<file path="src/rtl/dmem_imem_arbiter.sv">
// rtl/dmem_imem_arbiter.sv - shares one memory port between instruction fetch and data access
// Data requests win over fetch; each transaction runs IDLE -> BUSY -> RESP -> IDLE.
module dmem_imem_arbiter #(
    parameter int ADDR_W = 32,
    parameter int DATA_W = 32
) (
    input  logic              clk,
    input  logic              rst,
    input  logic              f_req,
    input  logic [ADDR_W-1:0] f_addr,
    output logic [DATA_W-1:0] f_rdata,
    output logic              f_imem_stall,
    input  logic              m_req,
    input  logic              m_we,
    input  logic [ADDR_W-1:0] m_addr,
    input  logic [DATA_W-1:0] m_wdata,
    output logic [DATA_W-1:0] m_rdata,
    output logic              m_dmem_stall,
    output logic              mem_req,
    output logic              mem_we,
    output logic [ADDR_W-1:0] mem_addr,
    output logic [DATA_W-1:0] mem_wdata,
    input  logic              mem_ack,
    input  logic [DATA_W-1:0] mem_rdata
);

    typedef enum logic [2:0] {
        S_IDLE,
        S_BUSY_F,
        S_BUSY_M,
        S_RESP_F,
        S_RESP_M
    } state_t;

    state_t              r_state;
    logic                r_we;
    logic [ADDR_W-1:0]   r_addr;
    logic [DATA_W-1:0]   r_wdata;
    logic [DATA_W-1:0]   r_f_rdata;
    logic [DATA_W-1:0]   r_m_rdata;
    logic                w_busy;

    always_ff @(posedge clk) begin
        if (rst) begin
            r_state   <= S_IDLE;
            r_we      <= 1'b0;
            r_addr    <= '0;
            r_wdata   <= '0;
            r_f_rdata <= '0;
            r_m_rdata <= '0;
        end else begin
            case (r_state)
                S_IDLE: begin
                    if (m_req) begin
                        r_state <= S_BUSY_M;
                        r_we    <= m_we;
                        r_addr  <= m_addr;
                        r_wdata <= m_wdata;
                    end else if (f_req) begin
                        r_state <= S_BUSY_F;
                        r_we    <= 1'b0;
                        r_addr  <= f_addr;
                        r_wdata <= '0;
                    end
                end
                // A flushed fetch still runs to completion; the pipeline drops the word.
                S_BUSY_F: begin
                    if (mem_ack) begin
                        r_state   <= S_RESP_F;
                        r_f_rdata <= mem_rdata;
                    end
                end
                S_BUSY_M: begin
                    if (mem_ack) begin
                        r_state <= S_RESP_M;
                        if (!r_we) begin
                            r_m_rdata <= mem_rdata;
                        end
                    end
                end
                S_RESP_F: r_state <= S_IDLE;
                S_RESP_M: r_state <= S_IDLE;
                default:  r_state <= S_IDLE;
            endcase
        end
    end

    // Stalls come only from registered state and request levels, never from mem_ack.
    assign w_busy       = (r_state == S_BUSY_F) || (r_state == S_BUSY_M);
    assign mem_req      = w_busy;
    assign mem_we       = w_busy & r_we;
    assign mem_addr     = r_addr;
    assign mem_wdata    = r_wdata;
    assign f_rdata      = r_f_rdata;
    assign m_rdata      = r_m_rdata;
    assign f_imem_stall = f_req & (r_state != S_RESP_F);
    assign m_dmem_stall = m_req & (r_state != S_RESP_M);

endmodule
</file>
<file path="config.mk">
export PLATFORM = sky130hd
export DESIGN_NAME = dmem_imem_arbiter
export DESIGN_NICKNAME = d
export VERILOG_FILES = /design/src/rtl/dmem_imem_arbiter.sv
export SDC_FILE = /design/constraint.sdc
export NUM_CORES = 1
export LEC_CHECK = 0
export ABC_AREA = 1
export BUFFER_PORTS_ARGS = -buffer_cell sky130_fd_sc_hd__buf_2
export CAP_MARGIN = 20
export CORE_ASPECT_RATIO = 0.75
export CORE_UTILIZATION = 45
export DETAILED_ROUTE_END_ITERATION = 12
export HOLD_SLACK_MARGIN = 0.1
export PLACE_DENSITY = 0.86
export SYNTH_ARGS = -nofsm -noshare
export SYNTH_HDL_FRONTEND = slang
export SYNTH_SLANG_ARGS = --single-unit
</file>
<file path="constraint.sdc">
create_clock -name clk -period 3.05 [get_ports clk]
set_clock_uncertainty 0.15 [all_clocks]
set_input_delay 0.4575 -clock clk [delete_from_list [all_inputs] [get_ports clk]]
set_output_delay 0.4575 -clock clk [all_outputs]
set_load 0.1 [all_outputs]
</file>
==> flow_metrics.tcl <==
set metrics [dict create \
    reg2reg_depth 6 \
    fillCellCount 982 \
    antenna-diode-count 0 \
    setup_viol 0 \
    core_um2 11020 \
    io_pins 266 \
    viasPerCell 4.751 \
    cts-buffers-inserted 17 \
    min_from "m_wdata[23]" \
    start_util_pct 46.57 \
    drv_cap 0 \
    layout_commonest_cell "buf_2" \
    drtIter0Drc 335 \
    r2r_start "r_state[0]$_SDFFE_PP0P_" \
    ctsResizeCount 0 \
    ys_seq_elements 132 \
    clk_latency_ns 0.40 \
    power_frac_seq_pct 26.1 \
    die_h_um 94.50 \
    status "complete, but fails checks" \
    critPathMaxStageDelay_ns 0.45 \
    worst-r2r-setup-slack_ns 1.21 \
    cp.required_ns 2.44 \
    crit_path_start_kind "flip-flop" \
    nets 1076 \
    synth.avg_cell_area_um2 7.334 \
    clockRootBuffer "clkbuf_16" \
    fin_crit_sh_pct 76.63 \
    p_leak_nw 3.516 \
    vias 5202 \
    combinationalPowerShare_pct 51.9 \
    cp_max_fo 4 \
    clkSinkCount 132 \
    cts_hold_buf 0 \
    syn_area_um2 5134 \
    synthesis.instances 700 \
    tightest_slew_ns 0.7661 \
    grt_pass1_vias 4806 \
    dp_hpwl_um 9263 \
    fmax_mhz 427.9 \
    grt_setup_unrepaired "false" \
    powerDensity_nw_per_um2 1285 \
    synth_cell_types 21 \
    cp_slowest_cell "buf_2" \
    wire_per_inst_um 12.12 \
    switching_power_mw 4.963 \
    grt_use_total_pct 22.50 \
    cp_cell_sequence "nor2_1 -> nand2_1 -> a21boi_1 -> buf_2" \
    htreeDepth 4 \
    drive_gt1_share_pct 32.88 \
    synth_top_area_cell "dfxtp_1" \
    finalPower_mw 9.030 \
    p_int_mw 4.067 \
    violations "design-rule violations" \
    period_needed_ns 2.337 \
    clkSlewWorstSetupHoldPaths_ns 0.06 \
    die_area_um2 11840 \
    ys_warn_count 0 \
    swShare_pct 54.96 \
    rows 33 \
    hold-path-endpoint "mem_wdata[23]$_SDFFE_PP0P_" \
    end_kind "output pin" \
    grt_start_max_net_pins 99 \
    ant_nets 0 \
    yosys-top-cells-area "dfxtp_1, nand2_1, nor2_1" \
    cts_tree "done" \
    synth_top_area_share_pct 51.47 \
    synthToLayoutAreaGrowth_pct 36.85 \
    hold_path_class "input port to flip-flop" \
    drc 17 \
    cts_buffer_depth 2 \
    drt_wl_total_um 13270 \
    grt_antenna_before_repair 0 \
    syn_nets 834 \
    post_cts_buffers 0 \
    io_buffers 265 \
    dr.pass1.iters 9 \
    cp.arrival_ns 1.73 \
    slew_viol_final 0 \
    timing.setup.tns_ns 0 \
    fp.dieW_um 125.3 \
    irDropWorstVdd_mv 0.6449 \
    critPathKind "flip-flop to output pin" \
    p_clk_share_pct 22.1 \
    final_cell_mix "buf_2, nand2_1, nor2_1" \
    slew_headroom_pct 48.93 \
    hold_viol_final 0 \
    place.gp.congestion 0.7700 \
    overflow 0 \
    yosysSeqAreaShare_pct 51.47 \
    whs_path_depth 3 \
    grt_first_pass_wirelength_um 21370 \
    r2r_end "m_rdata[1]$_SDFFE_PP0P_" \
]
synth_stat cells:
cell / instances
inv_4: 1
buf_2: 17
a21boi_0: 2
nor2_8: 1
dfxtp_1: 132
nand3_2: 2
nor2_1: 134
buf_1: 3
buf_4: 1
nand2_4: 1
clkbuf_1: 18
nor3_1: 1
nor2_4: 4
o21ai_0: 98
buf_6: 6
a21oi_1: 66
inv_1: 34
nand2_1: 169
clkbuf_2: 1
inv_2: 5
nand3_1: 4
stage by stage:
stage / area (um^2) / hold slack (ns) / setup slack, ns / utilization, % / cells
after detailed placement: 6414 / 0.2829 / 0.7372 / 58.18 / 1062
after global routing: 7025 / 0.1356 / 0.6312 / 63.73 / 1095
final: 7025 / 0.1469 / 0.7128 / 63.73 / 1095
after CTS: 7005 / 0.1322 / 0.6779 / 63.55 / 1094
after floorplan: 5134 / 0.2987 / 0.08428 / - / 700
after global placement: 6414 / 0.2792 / 0.7566 / 58.18 / 1062
metal layers:
layer	routed length (um)	up-vias	global-route usage [%]
li1	-	2697	-
met1	5745	2293	25.97
met2	6270	186	38.97
met3	965	26	6.346
met4	285	0	10.98
met5	0	-	0
sequential cells by signal (all words and copies together), names as in the netlist:
| register | cells |
|---|---|
| f_rdata | 32 |
| m_rdata | 32 |
| mem_addr | 32 |
| mem_wdata | 32 |
| r_state | 3 |
| r_we | 1 |
critical path: cells and delay by family (launching register included):
family,cells,cell delay [ns]
compound gates,1,0.16
buf+inv,1,0.45
flops,1,0.34
simple gates,2,0.38
how the worst max path moves through the flow:
stage                                    end                    start  slack, ns  depth (start not counted)
floorplan                       m_dmem_stall                    m_req       0.08                          4
global placement                m_dmem_stall                    m_req       0.76                          4
detailed placement  f_rdata[18]$_SDFFE_PP0P_  r_state[1]$_SDFFE_PP0P_       0.74                          4
CTS                                   mem_we  r_state[1]$_SDFFE_PP0P_       0.68                          4
global route                          mem_we  r_state[1]$_SDFFE_PP0P_       0.63                          4
finish                                mem_we  r_state[1]$_SDFFE_PP0P_       0.71                          4
cell families (layout without fill, tap and decap cells):
group	count (synthesis)	in the layout	synth area share (%)
compound gates	166	166	16.28
buf+inv	86	341	7.726
flops	132	132	51.47
simple gates	316	316	24.52
power groups by stage:
stage | registers [mW] | logic (mW) | clock network, mW
5_1_grt | 2.40 | 4.93 | 2.12
2_1_floorplan | 5.24 | 1.21 | 0
3_3_place_gp | 2.36 | 4.65 | 0
6_report | 2.35 | 4.68 | 1.99
4_1_cts | 2.35 | 4.69 | 2.03
3_5_place_dp | 2.38 | 4.69 | 0
layout make-up:
cell class              count  area, um^2  share of cell area [%]
well taps                 140       175.2                   2.493
flip-flops and latches    132        2643                   37.61
repair buffers            269        1369                   19.48
clock buffers              19       442.9                   6.305
multi-input cells         482        2095                   29.81
inverters                  40       152.6                   2.173
clock inverters            13       148.9                   2.119
Note: power is estimated with default switching activity, not from simulation.
